`config.mk`:
```
export PLATFORM = sky130hd
export DESIGN_NAME = uart_tx_flat
export DESIGN_NICKNAME = d
export VERILOG_FILES = /design/src/rtl/uart_pkg.sv /design/src/rtl/uart_tx_if.sv /design/src/rtl/uart_bit_timer.sv /design/src/rtl/uart_tx.sv /design/src/flat_wrapper.sv
export SDC_FILE = /design/constraint.sdc
export NUM_CORES = 1
export LEC_CHECK = 0
export CAP_MARGIN = 20
export CORE_MARGIN = 10
export CORE_UTILIZATION = 50
export DETAILED_ROUTE_END_ITERATION = 8
export PLACE_DENSITY = 0.76
export SLEW_MARGIN = 10
export SYNTH_ARGS = -nofsm -noshare
export SYNTH_HDL_FRONTEND = slang
export SYNTH_SLANG_ARGS = --single-unit
```
`constraint.sdc`:
```
create_clock -name clk -period 1.8 [get_ports clk]
set_input_delay 0.45 -clock clk [delete_from_list [all_inputs] [get_ports clk]]
set_output_delay 0.45 -clock clk [all_outputs]
set_load 0.02 [all_outputs]
```
`src/rtl/uart_pkg.sv`:
```
// uart_pkg: state codes and framing constants shared by the UART transmitter and receiver.
package uart_pkg;
  typedef enum logic [2:0] {
    IDLE  = 3'b000,
    START = 3'b001,
    DATA  = 3'b010,
    STOP  = 3'b011
  } state_e;
  localparam logic START_BIT = 1'b0;
  localparam logic STOP_BIT = 1'b1;
  localparam int DATA_BITS = 8;
  localparam int CLKS_PER_BIT = 16;
endpackage

```
`src/rtl/uart_tx_if.sv`:
```
// uart_tx_if: valid/ready byte handshake into the UART transmitter.
interface uart_tx_if;
  import uart_pkg::*;
  logic [DATA_BITS-1:0] data_in;
  logic in_valid;
  logic in_ready;
  modport master(output data_in, output in_valid, input in_ready);
  modport slave(input data_in, input in_valid, output in_ready);
endinterface

```
`src/rtl/uart_bit_timer.sv`:
```
// uart_bit_timer: modulo-CLKS_PER_BIT clock counter with a strobe on the last count of each bit.
module uart_bit_timer #(
  parameter int CLKS_PER_BIT = 16
) (
  input  logic clk,
  input  logic rst,
  input  logic clr,
  output logic bit_end
);
  localparam int W = $clog2(CLKS_PER_BIT);
  logic [W-1:0] cnt_q, cnt_d;
  assign bit_end = cnt_q == W'(CLKS_PER_BIT - 1);
  always_comb cnt_d = (clr || bit_end) ? '0 : cnt_q + 1'b1;
  always_ff @(posedge clk) cnt_q <= !rst ? '0 : cnt_d;
endmodule

```
`src/rtl/uart_tx.sv`:
```
// uart_tx: 8N1 serial transmitter fed by a valid/ready byte handshake.
// Define UART_TX_BUF_EN to add a one-entry holding register for gapless back-to-back frames.
module uart_tx
  import uart_pkg::*;
#(
  parameter int CLKS_PER_BIT = uart_pkg::CLKS_PER_BIT,
  parameter int DATA_BITS = uart_pkg::DATA_BITS
) (
  input  logic     clk,
  input  logic     rst,
  uart_tx_if.slave s,
  output logic     tx,
  output logic     busy,
  output logic     tx_done
);
  localparam int BW = $clog2(DATA_BITS);
  state_e state_q, state_d;
  logic [DATA_BITS-1:0] shift_q, shift_d, load_data;
  logic [BW-1:0] bit_q, bit_d;
  logic tx_q, tx_d, rdy_q, rdy_d, accept, load, bit_end;
`ifdef UART_TX_BUF_EN
  logic [DATA_BITS-1:0] hold_q, hold_d;
  logic full_q, full_d, direct;
`endif
  uart_bit_timer #(.CLKS_PER_BIT(CLKS_PER_BIT)) u_timer (
    .clk(clk),
    .rst(rst),
    .clr(state_d != state_q),
    .bit_end(bit_end)
  );
  assign accept = s.in_valid & rdy_q;
  assign s.in_ready = rdy_q;
  assign tx = tx_q;
  assign busy = state_q != IDLE;
  assign tx_done = (state_q == STOP) & bit_end;
  always_comb begin
    state_d = state_q;
    shift_d = shift_q;
    bit_d = bit_q;
    load = 1'b0;
    load_data = s.data_in;
    unique case (state_q)
      IDLE: load = accept;
      START: state_d = bit_end ? DATA : START;
      DATA: if (bit_end) begin
        shift_d = shift_q >> 1;
        bit_d = bit_q + 1'b1;
        state_d = (bit_q == BW'(DATA_BITS - 1)) ? STOP : DATA;
      end
      STOP: if (bit_end) begin
`ifdef UART_TX_BUF_EN
        load = full_q | accept;
        load_data = full_q ? hold_q : s.data_in;
`endif
        state_d = IDLE;
      end
      default: state_d = IDLE;
    endcase
    if (load) begin
      state_d = START;
      shift_d = load_data;
      bit_d = '0;
    end
    // tx is registered, so it is derived from the state being entered
    tx_d = state_d == START ? START_BIT : state_d == DATA ? shift_d[0] : STOP_BIT;
`ifdef UART_TX_BUF_EN
    direct = load & ~full_q;
    full_d = (full_q & ~load) | (accept & ~direct);
    hold_d = (accept & ~direct) ? s.data_in : hold_q;
    rdy_d = ~full_d;
`else
    rdy_d = state_d == IDLE;
`endif
  end
  always_ff @(posedge clk) begin
    if (!rst) begin
      state_q <= IDLE;
      shift_q <= '0;
      bit_q <= '0;
      tx_q <= STOP_BIT;
      rdy_q <= 1'b1;
`ifdef UART_TX_BUF_EN
      hold_q <= '0;
      full_q <= 1'b0;
`endif
    end else begin
      state_q <= state_d;
      shift_q <= shift_d;
      bit_q <= bit_d;
      tx_q <= tx_d;
      rdy_q <= rdy_d;
`ifdef UART_TX_BUF_EN
      hold_q <= hold_d;
      full_q <= full_d;
`endif
    end
  end
endmodule

```
`src/flat_wrapper.sv`:
```
// flat-port wrapper written by rule: the top's interface ports become plain ports
module uart_tx_flat import uart_pkg::*;
#(
  parameter int CLKS_PER_BIT = uart_pkg::CLKS_PER_BIT,
  parameter int DATA_BITS = uart_pkg::DATA_BITS
)
  (clk, rst, tx, busy, tx_done, s_data_in, s_in_valid, s_in_ready);
  uart_tx_if s_i ();
  input  logic clk;
  input  logic rst;
  output logic tx;
  output logic busy;
  output logic tx_done;
  input wire logic [$bits(s_i.data_in)-1:0] s_data_in;
  input wire logic [$bits(s_i.in_valid)-1:0] s_in_valid;
  output wire logic [$bits(s_i.in_ready)-1:0] s_in_ready;
  assign s_i.data_in = s_data_in;
  assign s_i.in_valid = s_in_valid;
  assign s_in_ready = s_i.in_ready;
  uart_tx #(.CLKS_PER_BIT(CLKS_PER_BIT), .DATA_BITS(DATA_BITS)) u_core (.clk(clk), .rst(rst), .s(s_i), .tx(tx), .busy(busy), .tx_done(tx_done));
endmodule
```
==> parameters.txt, run 1 <==
Parameter                              Value

Logic synthesis
  Synth Area in Adders    between 4 and 5%
  Basic-gate share of the synthesized area counting and, or, nand and nor cells    between 20% and 30%
  Cells after Synth    97
  Mux contribution to synthesized area    under 10%
  Synth unique cells    29
  Post-synthesis net count    between 100 and 150
  Dominant combinational cell family by area after synthesis    simple AND/OR/NAND/NOR gates
  Seq/Total Area, Yosys    45.5%
  Compound-cell area share of the yosys netlist    15.8%
  Xor and xnor fraction of the mapped netlist area    3.98%
  Synth Register Bits    20
  Synth Area per Inst    a little over 9 um^2
  Post-synthesis instance area    approximately 900 um^2
  Yosys Warn Count    0

Setup path
  Critical path cell sequence    clkdlybuf4s50_1
  Data required time of the worst path    around 1.4 ns
  Logic depth of the worst setup path including buffers    1
  Depth of the most critical reg-to-reg path    6
  CP startpoint kind    register
  Master of the slowest instance on the critical path    sky130_fd_sc_hd__clkdlybuf4s50_1
  Endpoint kind of the worst setup timing path    output pin
  Maximum fanout count along the critical path    3
  Max stage delay on crit path    0.62 ns
  Bufs and invs on worst path    1
  Data arrival, critical path    1.29 ns
  Cell family contributing the most delay on the critical path    buffers and inverters
  Critical path class    register to output pin

Finish
  FILL cells    between 100 and 150
  Number of nets in the layout    roughly 140
  Count of antenna diodes in the layout    0
  Most common library cell in the layout ignoring fill and taps    sky130_fd_sc_hd__dfxtp_1
  Layout cells sized above 1    19.8%
  Commonest cells after routing, fill and taps aside    sky130_fd_sc_hd__dfxtp_1, sky130_fd_sc_hd__clkdlybuf4s50_1, sky130_fd_sc_hd__nand2_1, sky130_fd_sc_hd__buf_4, sky130_fd_sc_hd__nor2_1
  Signed area change from the synthesized netlist to the final layout    31.0%
  Count of non-filler cells in the finished layout    around 140

Detailed routing
  Antenna-violating nets left    0
  Ratio of routed vias to standard cells    about 5.5
  Average wire length per cell after detail routing    about 14 um
  Violation count after the first detailed-route iteration    12
  Via total after detailed routing    approximately 760
  Detailed Route WL    1870 um
  Residual DRC count    0
  DR pass1 iterations    5

STA
  Max-slew violations    0
  Total count of hold-check failures in the final report    0
  Final number of setup-violating endpoints    0
  Period utilization    a little over nine tenths
  Post-route minimum period    between 1.5 and 2 ns
  Clock skew after layout    around 0.016 ns
  Fmax    around 0.57 GHz
  RSZ-0062 raised after global routing    no
  Min Hold Slack    around 0.47 ns

Placement
  Count of buffers inserted at the top-level ports    14
  Number of placed cells counting well taps    between 100 and 150
  DP Wirelength    between 1000 and 1500 um
  Routability congestion estimate    0.716

Pwr
  Power per standard cell area    roughly 800 nW/um^2
  Total power after layout    about 0.95 mW
  Worst ir drop on vdd    0.629 mV
  Leakage component of the power    approximately 0.43 nW

Die
  Die boundary width    62.0 um
  Area enclosed by the die boundary    just under 4000 um^2
  # IOs    15
  Core ar.    about 1700 um^2
  Vertical extent of the die    62.0 um
  Starting utilization of the core area    between 50% and 60%
  Cell row count    15

Min path
  Hold-critical path depth    1
  Type of the worst min-delay path    register to register

CTS
  Maximum level of the CTS H-tree    1
  Post-CTS Repair Setup Buffers    0
  Number of buffers on the longest clock path    2
  Clock tree from TritonCTS    built
  Clock latency of the later-clocked register in the worst-skew pair    0.31 ns
  Root buffer cell    sky130_fd_sc_hd__clkbuf_4
  Register clock-pin slew on the reported worst setup and hold paths    ~0.11 ns
  TritonCTS Buffers    3
  Sink Count    20

Run status
  Outcome    finished clean

Global route
  Pin count of the biggest net entering global routing    14
  Overall Global Routing Usage    between 10% and 20%
  Sum of overflow across all layers after global routing    0
  Wire length of the first global-routing pass    ~3000 um
  Vias in the first global route    slightly below 700
  Antenna violations before repair    0

Flow run
  Number of max-cap violations    0
==> worst paths after layout <==
kind | to | slack [ns] | from
worst max-delay path | s_in_ready | 0.06 | u_core.s.in_ready$_SDFF_PN1_
worst min-delay path | u_core.u_timer.cnt_q[0]$_SDFF_PP0_ | 0.47 | u_core.u_timer.cnt_q[0]$_SDFF_PP0_
worst min register to register | u_core.u_timer.cnt_q[0]$_SDFF_PP0_ | 0.47 | u_core.u_timer.cnt_q[0]$_SDFF_PP0_
worst max register to register | u_core.tx$_SDFF_PN1_ | 0.10 | u_core.u_timer.cnt_q[0]$_SDFF_PP0_
==> cells by family (layout without fill, tap and decap cells) <==
group                    after synthesis  count (layout)
AND/OR/NAND/NOR                       37              37
AO/OA/AOI/OAI                         21              21
flip-flops                            20              20
buffers and inverters                  8              32
XOR/XNOR                               4               4
adder cells (fa/ha/maj)                3               3
multiplexers                           3               3
other                                  1               1
==> power by group <==
group          switching [mW]  total (mW)  internal [mW]
clock                   0.146       0.371          0.225
combinational          0.0444      0.0983         0.0538
sequential             0.0128       0.476          0.463
total                   0.203       0.945          0.742
==> cells in the mapped netlist <==
library cell | count | area share, %
sky130_fd_sc_hd__o21ai_0 | 7 | 4.0
sky130_fd_sc_hd__a21oi_1 | 5 | 2.8
sky130_fd_sc_hd__nor3_1 | 2 | 1.1
sky130_fd_sc_hd__ha_1 | 3 | 4.3
sky130_fd_sc_hd__o31a_2 | 1 | 1.1
sky130_fd_sc_hd__nand4_1 | 2 | 1.4
sky130_fd_sc_hd__a31oi_4 | 1 | 2.4
sky130_fd_sc_hd__inv_1 | 3 | 1.3
sky130_fd_sc_hd__nand2_1 | 11 | 4.7
sky130_fd_sc_hd__nand2b_2 | 1 | 0.99
sky130_fd_sc_hd__nand2b_1 | 2 | 1.4
sky130_fd_sc_hd__o22ai_1 | 1 | 0.71
sky130_fd_sc_hd__clkbuf_1 | 2 | 0.85
sky130_fd_sc_hd__nand3_4 | 1 | 2.0
sky130_fd_sc_hd__xor2_1 | 2 | 2.0
sky130_fd_sc_hd__nand3_1 | 2 | 1.1
sky130_fd_sc_hd__nand3_2 | 1 | 1.1
sky130_fd_sc_hd__a2111oi_1 | 1 | 1.1
sky130_fd_sc_hd__a31oi_1 | 5 | 3.6
sky130_fd_sc_hd__buf_2 | 3 | 1.7
sky130_fd_sc_hd__dfxtp_1 | 20 | 45
sky130_fd_sc_hd__mux2i_1 | 3 | 3.4
sky130_fd_sc_hd__or3_2 | 1 | 0.85
sky130_fd_sc_hd__nor2_1 | 10 | 4.3
sky130_fd_sc_hd__nand3b_1 | 2 | 1.7
sky130_fd_sc_hd__nor3b_1 | 1 | 0.85
sky130_fd_sc_hd__or4_4 | 1 | 1.3
sky130_fd_sc_hd__conb_1 | 1 | 0.43
sky130_fd_sc_hd__xnor2_1 | 2 | 2.0
==> state kept, by name (all words and copies together) (netlist names) <==
signal                count
u_core.shift_q            8
u_core.tx                 1
u_core.state_q            3
u_core.s.in_ready         1
u_core.bit_q              3
u_core.u_timer.cnt_q      4
==> worst register-to-register path: stages (launching register included) <==
cell                      delay (ns)
sky130_fd_sc_hd__dfxtp_1        0.37
sky130_fd_sc_hd__ha_1           0.18
sky130_fd_sc_hd__buf_4          0.13
sky130_fd_sc_hd__nand3_4        0.10
sky130_fd_sc_hd__or4_4          0.52
sky130_fd_sc_hd__a31oi_4        0.22
sky130_fd_sc_hd__o22ai_1        0.09
==> repair_timing <==
action,in CTS,in global routing
gates cloned,0,0
hold buffers,0,0
resized for setup,5,1
endpoints found under the setup margin,2,1
==> layer usage <==
layer | GRT usage [%] | vias to the layer above | wire length [um]
li1 | - | 386 | -
met2 | 17.5 | 24 | 879
met5 | 0 | - | 0
met3 | 3.05 | 4 | 129
met4 | 4.78 | 0 | 31
met1 | 12.3 | 342 | 832
==> metrics by stage <==
| stage | util [%] | cell area, um^2 | TNS (ns) | worst slack (ns) |
|---|---|---|---|---|
| 6_report | 68.3 | 1150 | 0 | 0.0577 |
| 5_1_grt | 68.3 | 1150 | 0 | 0.00157 |
| 4_1_cts | 68.0 | 1150 | 0 | 0.0316 |
| 3_5_place_dp | 65.3 | 1100 | -0.0108 | -0.0108 |
| 3_3_place_gp | 65.3 | 1100 | 0 | 0.0460 |
| 2_1_floorplan | - | 881 | 0 | 0.219 |
==> layout make-up <==
class / count / area, um^2 / area share, %
multi-input cells: 69 / 452 / 39.2
inverters: 3 / 11.3 / 0.976
clock inverters: 1 / 30.0 / 2.60
repair buffers: 25 / 216 / 18.8
clock buffers: 3 / 22.5 / 1.95
well taps: 17 / 21.3 / 1.84
flip-flops and latches: 20 / 400 / 34.7
(Power assumes the default switching activity.)
==> run 2: changes to the inputs <==
- ABC_AREA: not set -> 1
- CORE_UTILIZATION: 50 -> 51
- CTS_CLUSTER_DIAMETER: not set -> 200
==> run 2 against run 1 <==
Fmax grew 2.4%. Sequential share of layout area is 0.74 points lower. Area after synthesis grew 8.8%. Sequential cell count did not move. Non-clock buffer count decreased by 5. Clock power is 32% lower. Setup slack improved by 0.041 ns. Clock skew shrank 0.0084 ns. Core utilization decreased by 0.55 points. Synthesized cell count grew 30%. Combinational power increased by 16%. Critical endpoint unchanged. Largest power group unchanged. Highest routed layer unchanged.
==> parameters.txt, run 2 <==
Parameter                              Value

Min path
  Type of the worst min-delay path    register to register
  Hold-critical path depth    1

CTS
  Root buffer cell    sky130_fd_sc_hd__clkbuf_4
  Number of buffers on the longest clock path    2
  Post-CTS Repair Setup Buffers    0
  Total of cells resized after clock tree synthesis    4
  Sink Count    20
  Total of hold buffers inserted after clock tree synthesis    0
  Maximum level of the CTS H-tree    1
  Register clock-pin slew on the reported worst setup and hold paths    around 0.11 ns
  Clock latency of the later-clocked register in the worst-skew pair    around 0.3 ns
  Clock tree from TritonCTS    built
  TritonCTS Buffers    3

Detailed routing
  DR pass1 iterations    4
  Met3 wire len    between 60 and 70 um
  Violation count after the first detailed-route iteration    18
  Detailed Route WL    between 1500 and 2000 um
  Ratio of routed vias to standard cells    slightly below 5
  Via total after detailed routing    836
  Antenna-violating nets left    0
  Average wire length per cell after detail routing    ~11 um
  Residual DRC count    0
  Max Used Layer    met4
  Detailed route wirelength on metal2    907 um
  Met1 wire length    about 860 um

Finish
  FILL cells    approximately 150
  Final cell utilization of the core    67.7%
  Most common library cell in the layout ignoring fill and taps    sky130_fd_sc_hd__nand2_1
  Final cell area excluding filler cells    approximately 1200 um^2
  Layout cells sized above 1    18.4%
  Max reg flops    8
  Count of antenna diodes in the layout    0
  Largest registers in the final layout    u_core.shift_q x8, u_core.u_timer.cnt_q x4
  Number of nets in the layout    around 160
  Signed area change from the synthesized netlist to the final layout    23.4%
  Commonest cells after routing, fill and taps aside    sky130_fd_sc_hd__nand2_1, sky130_fd_sc_hd__dfxtp_1, sky130_fd_sc_hd__nand3_1, sky130_fd_sc_hd__inv_1, sky130_fd_sc_hd__clkdlybuf4s50_1
  Register bank with the most flops    u_core.shift_q

Logic synthesis
  Leading cell types by total area after synthesis    sky130_fd_sc_hd__dfxtp_1, sky130_fd_sc_hd__nand2_1, sky130_fd_sc_hd__nand3_1, sky130_fd_sc_hd__inv_1, sky130_fd_sc_hd__ha_1
  Prevailing post-synth register cell    sky130_fd_sc_hd__dfxtp_1
  Cells after Synth    126
  Library cell with the highest instance count after synthesis    sky130_fd_sc_hd__nand2_1
  Synth Area per Inst    7.61 um^2
  Async set-or-reset flop fraction in the synthesized netlist    0%
  Synth unique cells    22
  Number of flops mapped to enable cells by yosys    0
  Ranking of synthesized cells by instance count    sky130_fd_sc_hd__nand2_1, sky130_fd_sc_hd__dfxtp_1, sky130_fd_sc_hd__nand3_1
  Share of Yosys cell area claimed by the top area cell type    41.8%
  Post-synthesis net count    140
  Synth Register Bits    20
  Post-synthesis instance area    between 900 and 1000 um^2
  Seq/Total Area, Yosys    41.8%
  Yosys Warn Count    0
  Yosys top cell by area    sky130_fd_sc_hd__dfxtp_1

Global route
  Pin count of the biggest net entering global routing    15
  Sum of overflow across all layers after global routing    0
  Overall Global Routing Usage    a little under a tenth
  Antenna violations before repair    0
  Wire length of the first global-routing pass    between 3000 and 4000 um
  Vias in the first global route    a little under 800

Pwr
  Sequential fraction of design power    a little under three fifths
  Switching part of the total power    23.5%
  Net switching power    0.197 mW
  Power per standard cell area    about 710 nW/um^2
  Clock network fraction of design power    between 30% and 40%
  Leakage component of the power    about 0.56 nW
  Part of the power in combinational logic    between 10% and 20%
  Internal    between 0.6 and 0.7 mW
  Worst ir drop on vdd    0.626 mV

Setup path
  Data arrival, critical path    1.25 ns
  Bufs and invs on worst path    1
  Depth of the most critical reg-to-reg path    10
  Master of the slowest instance on the critical path    sky130_fd_sc_hd__clkdlybuf4s50_1
  Critical path cell sequence    clkdlybuf4s50_1
  Max stage delay on crit path    0.61 ns
  Data required time of the worst path    ~1.4 ns
  Cell family contributing the most delay on the critical path    buffers and inverters
  Critical path class    register to output pin
  CP startpoint kind    register
  Maximum fanout count along the critical path    2
  Logic depth of the worst setup path including buffers    1
  Endpoint kind of the worst setup timing path    output pin

Flow run
  Number of max-cap violations    0

STA
  Clock skew after layout    roughly 0.0078 ns
  Min Hold Slack    0.424 ns
  RSZ-0062 raised after global routing    no
  Max-slew violations    0
  Post-route minimum period    about 1.7 ns
  Period utilization    94.5%
  Total count of hold-check failures in the final report    0
  Fmax    about 0.6 GHz
  Final worst setup slack    ~0.099 ns
  Final number of setup-violating endpoints    0

Placement
  Routability congestion estimate    roughly 0.86
  DP Wirelength    roughly 1500 um
  Placed standard-cell area    1150 um^2
  Pre-CTS setup slack    -0.00218 ns
  Count of buffers inserted at the top-level ports    14

Die
  Starting utilization of the core area    54.9%
  # IOs    15
  Die boundary width    about 63 um
  Vertical extent of the die    63.4 um
  Cell row count    15
  Area enclosed by the die boundary    between 4000 and 5000 um^2
  Core ar.    between 1500 and 2000 um^2

Run status
  Outcome    finished clean
[run 2: worst paths after layout]
check        slack, ns                          startpoint                                 end
min reg2reg       0.42  u_core.u_timer.cnt_q[0]$_SDFF_PP0_  u_core.u_timer.cnt_q[0]$_SDFF_PP0_
min               0.42  u_core.u_timer.cnt_q[0]$_SDFF_PP0_  u_core.u_timer.cnt_q[0]$_SDFF_PP0_
max reg2reg       0.31  u_core.u_timer.cnt_q[1]$_SDFF_PP0_      u_core.shift_q[5]$_SDFFE_PN0P_
max                0.1        u_core.s.in_ready$_SDFF_PN1_                          s_in_ready
[run 2: final cells by class]
type	instances	area (um^2)	area share [%]
Tap cell	25	31.3	2.65
Clock buffer	4	36.3	3.07
Timing Repair Buffer	20	179	15.1
Multi-Input combinational cell	85	467	39.5
Sequential cell	20	402	34.0
Inverter	18	67.6	5.71
[run 2: metrics by stage]
step / std cells / power, mW / TNS, ns
floorplan: 126 / 0.551 / 0
global placement: 168 / 0.597 / 0
detailed placement: 168 / 0.600 / -0.00218
CTS: 172 / 0.848 / 0
global route: 172 / 0.880 / 0
finish: 172 / 0.840 / 0
[run 2: power by group through the flow]
stage                     Combinational, mW  Clock [mW]  Sequential [mW]
after global routing                  0.127       0.276            0.476
after CTS                             0.116       0.259            0.474
after floorplan                      0.0651           0            0.486
after detailed placement              0.116           0            0.484
after global placement                0.114           0            0.483
final                                 0.114       0.252            0.474
[run 2: kinds of logic after synthesis]
| logic type | after synthesis | share of synthesized area (%) |
|---|---|---|
| flops | 20 | 41.8 |
| fa+ha+maj | 3 | 3.92 |
| compound gates | 10 | 7.83 |
| buf+inv | 21 | 9.53 |
| xor+xnor | 3 | 2.74 |
| simple gates | 68 | 33.8 |
| other cells | 1 | 0.391 |
[run 2: metal layers]
metal  GRT usage [%]  vias up
li1                -      443
met1            10.4      367
met2            16.0       21
met3            2.12        5
met4            4.92        0
met5               0        -
==> edit 1: new RTL, config.mk and constraints of run 1 <==
The 4 states of `state_e` get a one-hot encoding in 4 bits.
--- a/src/rtl/uart_pkg.sv
+++ b/src/rtl/uart_pkg.sv
@@ -1,10 +1,10 @@
 // uart_pkg: state codes and framing constants shared by the UART transmitter and receiver.
 package uart_pkg;
-  typedef enum logic [2:0] {
-    IDLE  = 3'b000,
-    START = 3'b001,
-    DATA  = 3'b010,
-    STOP  = 3'b011
+  typedef enum logic [3:0] {
+    IDLE  = 4'b0001,
+    START = 4'b0010,
+    DATA  = 4'b0100,
+    STOP  = 4'b1000
   } state_e;
   localparam logic START_BIT = 1'b0;
   localparam logic STOP_BIT = 1'b1;
Behaviour: same outputs for any inputs over 10 cycles, from zero or initial values and one cycle with rst low; not proved beyond that.
==> edit 1 against run 1 <==
The flow now finishes with violations (negative setup slack); setup slack got worse by 120 ps; routed wire length rose by 25%; sequential cell count rose by 1; power fell by 5.5%; synthesized area rose by 9.8%; final area rose by 12%; sequential power rose by 7.8%; die area rose by 6.6%; critical endpoint is now tx_done.
==> edit 1: results <==
metrics = {
    "run_status": {
        "failed_checks": "negative setup slack",
        "status": "complete, but fails checks",
    },
    "clocking": {
        "cts_htree_levels": 1,
        "cts.clk_slew.worst_paths_ps": 110,
        "cts_resized": 7,
        "clock_latency_ps": 310,
    },
    "power": {
        "p_sw_share_pct": 26.6,
        "ir_drop_mv": 0.497,
        "p_sw_mw": 0.238,
        "power_density_nw_per_um2": 690,
        "p_leak_nw": 0.521,
        "clkPwrFrac_pct": 25.5,
        "p_comb_share_pct": 17.1,
    },
    "logic_synthesis": {
        "synth_commonest_cells": "21 x dfxtp_1, 16 x nor2_1, 14 x nand3_1",
        "synthMuxAreaShare_pct": 0,
        "synth_xor_area_share_pct": 2.72,
        "synth_seq_area_share_pct": 43.5,
        "yosys-top-cells-area": "dfxtp_1 43%, nand3_1 7.2%, a311oi_1 6.3%",
        "ys_types": 33,
        "synth_fa_ha_area_share_pct": 3.88,
        "synth-compound-area-share_pct": 17.3,
        "synth_cells": 114,
        "yosysWarnings": 0,
        "synth_nets": 128,
    },
    "min_path": {
        "min_path_cells": 2,
        "hold_end": "u_core.bit_q[2]$_SDFFE_PP0P_",
        "hp-start": "u_core.bit_q[2]$_SDFFE_PP0P_",
    },
    "sta": {
        "whs_ps": 461,
        "final.setup.tns_ps": -59.7,
        "setup_violations": 1,
        "fin_ws_ps": -59.7,
        "finalClockSkew_ps": 7.70,
    },
    "routing": {
        "drtPass1Iterations": 4,
        "drt_iter0_drc": 24,
        "via_per_inst": 5.41,
        "routed_wirelength_um": 2340,
    },
    "final_layout": {
        "reg.largest.list": "u_core.shift_q: 8 flops, u_core.state_q: 4 flops, u_core.u_timer.cnt_q: 4 flops",
        "fillers": 150,
        "nets": 157,
        "final_cells": 167,
        "drive_gt1_share_pct": 23.9,
    },
    "grt": {
        "grt.total_usage_pct": 11.8,
        "grt_max_degree": 18,
        "grt_pass1_wl_um": 3970,
        "grt_pass1_vias": 883,
    },
    "placement": {
        "dp_hpwl_um": 1700,
        "place_area_um2": 1240,
        "gp_congestion": 0.857,
        "dp_slack_ps": -189,
        "portBuffers": 14,
    },
    "setup_path": {
        "endpoint": "tx_done",
        "critPathKind": "register to output pin",
        "r2r_slack_ps": 30,
        "timing.critical_path.from": "u_core.state_q[1]$_SDFF_PN0_",
        "critPathArrivalTime_ps": 1410,
        "cp_max_fo": 2,
        "r2r-end": "u_core.u_timer.cnt_q[3]$_SDFF_PP0_",
    },
}
[edit 1: changes by cell type after synthesis, sizes merged, moves of 2 or more]
| cell | delta |
|---|---|
| nand3 | +10 |
| o21ai | -4 |
| or2 | +2 |
| a31oi | -6 |
| nor2 | +6 |
| a311oi | +7 |
| nand2b | -2 |
| o31ai | +2 |
| mux2i | -3 |
[edit 1: area by class of cell]
cell class                 instances  share of cell area (%)
clock buffer                       3                    1.74
timing repair buffer              30                    20.8
sequential                        21                    32.9
multi-input combinational         84                    41.0
tap                               25                    2.42
clock inverter                     1                   0.386
inverter                           3                   0.870
[edit 1: metal layers]
metal  track usage [%]  up-vias  share of wire (%)
met3              3.83        7                6.3
met1              14.0      405                 44
met2              18.4       27                 48
li1                  -      464                  -
met4              6.28        0                2.4
met5                 0        -                  0
[edit 1: critical path, stage by stage (launching register included)]
cell	delay, ps
dfxtp_2	340
or4b_4	550
nor2_4	100
buf_6	120
==> edit 2: new RTL, config.mk and constraints of run 1 <==
Made on the original files. Add a define of `UART_TX_BUF_EN`.
--- a/src/rtl/uart_tx.sv
+++ b/src/rtl/uart_tx.sv
@@ -1,5 +1,7 @@
 // uart_tx: 8N1 serial transmitter fed by a valid/ready byte handshake.
 // Define UART_TX_BUF_EN to add a one-entry holding register for gapless back-to-back frames.
+`define UART_TX_BUF_EN
+
 module uart_tx
   import uart_pkg::*;
 #(
Formal check against the unedited RTL: not equivalent (a bounded check fails within 4 cycles, from zero or initial values and one cycle with rst low).
==> edit 2 against run 1 <==
Setup slack better by 22 ps; synthesized area grew 71%; sequential power is 46% higher; sequential cell count increased by 9; maximum frequency up 1.3%; critical endpoint is now u_core.full_q$_SDFF_PN0_; power is 51% higher; final area is 67% higher; routed wire length up 93%.
==> edit 2: results <==
metrics = {
    "routing": {
        "met3_length_um": 134,
        "vias": 1297,
        "wl_per_cell_um": 16.1,
        "wl_met2_um": 1860,
        "via_per_inst": 5.76,
    },
    "placement": {
        "gp_congestion": 0.823,
        "place_area_um2": 1780,
        "dp_hpwl_um": 2470,
    },
    "logic_synthesis": {
        "synth_seq_area_share_pct": 38.6,
        "syn_avg_cell_area_um2": 9.35,
        "synth_xor_area_share_pct": 2.33,
        "yosys-top-cells-area": "dfxtp_1 39%, mux2i_1 6.7%, nand2_1 5.0%",
        "synth_nets": 175,
    },
    "power": {
        "p_sw_mw": 0.351,
        "p_total_mw": 1.42,
        "p_leak_nw": 0.861,
        "ir_drop_mv": 0.542,
    },
    "grt": {
        "grt_max_degree": 21,
        "grt_pass1_wl_um": 5950,
    },
    "clocking": {
        "numCtsBuffers": 5,
        "clock_latency_ps": 330,
    },
    "setup_path": {
        "critical-path-slowest-cell": "o31a_4",
        "cpPeakStageDelay_ps": 370,
        "critPathArrivalTime_ps": 1960,
    },
    "run_status": {
        "status": "complete, no violations",
    },
    "final_layout": {
        "multi_input_area_share_pct": 47.0,
        "reg.largest.list": "u_core.hold_q: 8 flops, u_core.shift_q: 8 flops, u_core.u_timer.cnt_q: 4 flops",
        "seq_area_um2": 583,
        "num-nonclk-buffers": 37,
        "multi_input_gates": 121,
        "inverters_excl_clock": 0,
        "multiInputGateArea_um2": 906,
        "buf_share_pct": 17.0,
    },
    "sta": {
        "finalClockSkew_ps": 11.3,
    },
}
-- edit 2: cell types whose count changed in the layout (fill, tap and decap cells not counted), moves of 5 or more --
cell     change
nand3_1      +5
a31oi_1      -5
o211a_1      +6
mux2i_1      +7
dfxtp_1      +7
nand2_1      +9
buf_4       +11
mux2_2       +6
-- edit 2: path summary, 6_finish.rpt --
| path | from | endpoint | slack, ps | cells after the start |
|---|---|---|---|---|
| setup / recovery | u_core.u_timer.cnt_q[1]$_SDFF_PP0_ | u_core.full_q$_SDFF_PN0_ | 80 | 7 |
| hold / removal | u_core.hold_q[2]$_SDFFE_PN0P_ | u_core.hold_q[2]$_SDFFE_PN0P_ | 470 | 2 |
| setup reg to reg | u_core.u_timer.cnt_q[1]$_SDFF_PP0_ | u_core.full_q$_SDFF_PN0_ | 80 | 7 |
| hold reg to reg | u_core.hold_q[2]$_SDFFE_PN0P_ | u_core.hold_q[2]$_SDFFE_PN0P_ | 470 | 2 |
-- edit 2: worst max-delay path, delay by kind of cell (launching register included) --
| family | cells | cell delay, ps |
|---|---|---|
| compound gates | 3 | 760 |
| fa+ha+maj | 1 | 150 |
| flops | 1 | 360 |
| buf+inv | 2 | 280 |
| simple gates | 1 | 70 |
-- edit 2: repair_timing --
action | CTS | global route
setup endpoints to repair | 12 | 21
buffers inserted | 1 | 2
gates resized for setup | 12 | 11
pin swaps | 2 | 1
gates cloned | 0 | 1
-- edit 2: metal layers --
| metal | GRT usage, % | vias to the layer above |
|---|---|---|
| met5 | 0 | - |
| met4 | 7.35 | 0 |
| met3 | 4.73 | 8 |
| met2 | 23.0 | 21 |
| met1 | 15.4 | 620 |
| li1 | - | 648 |
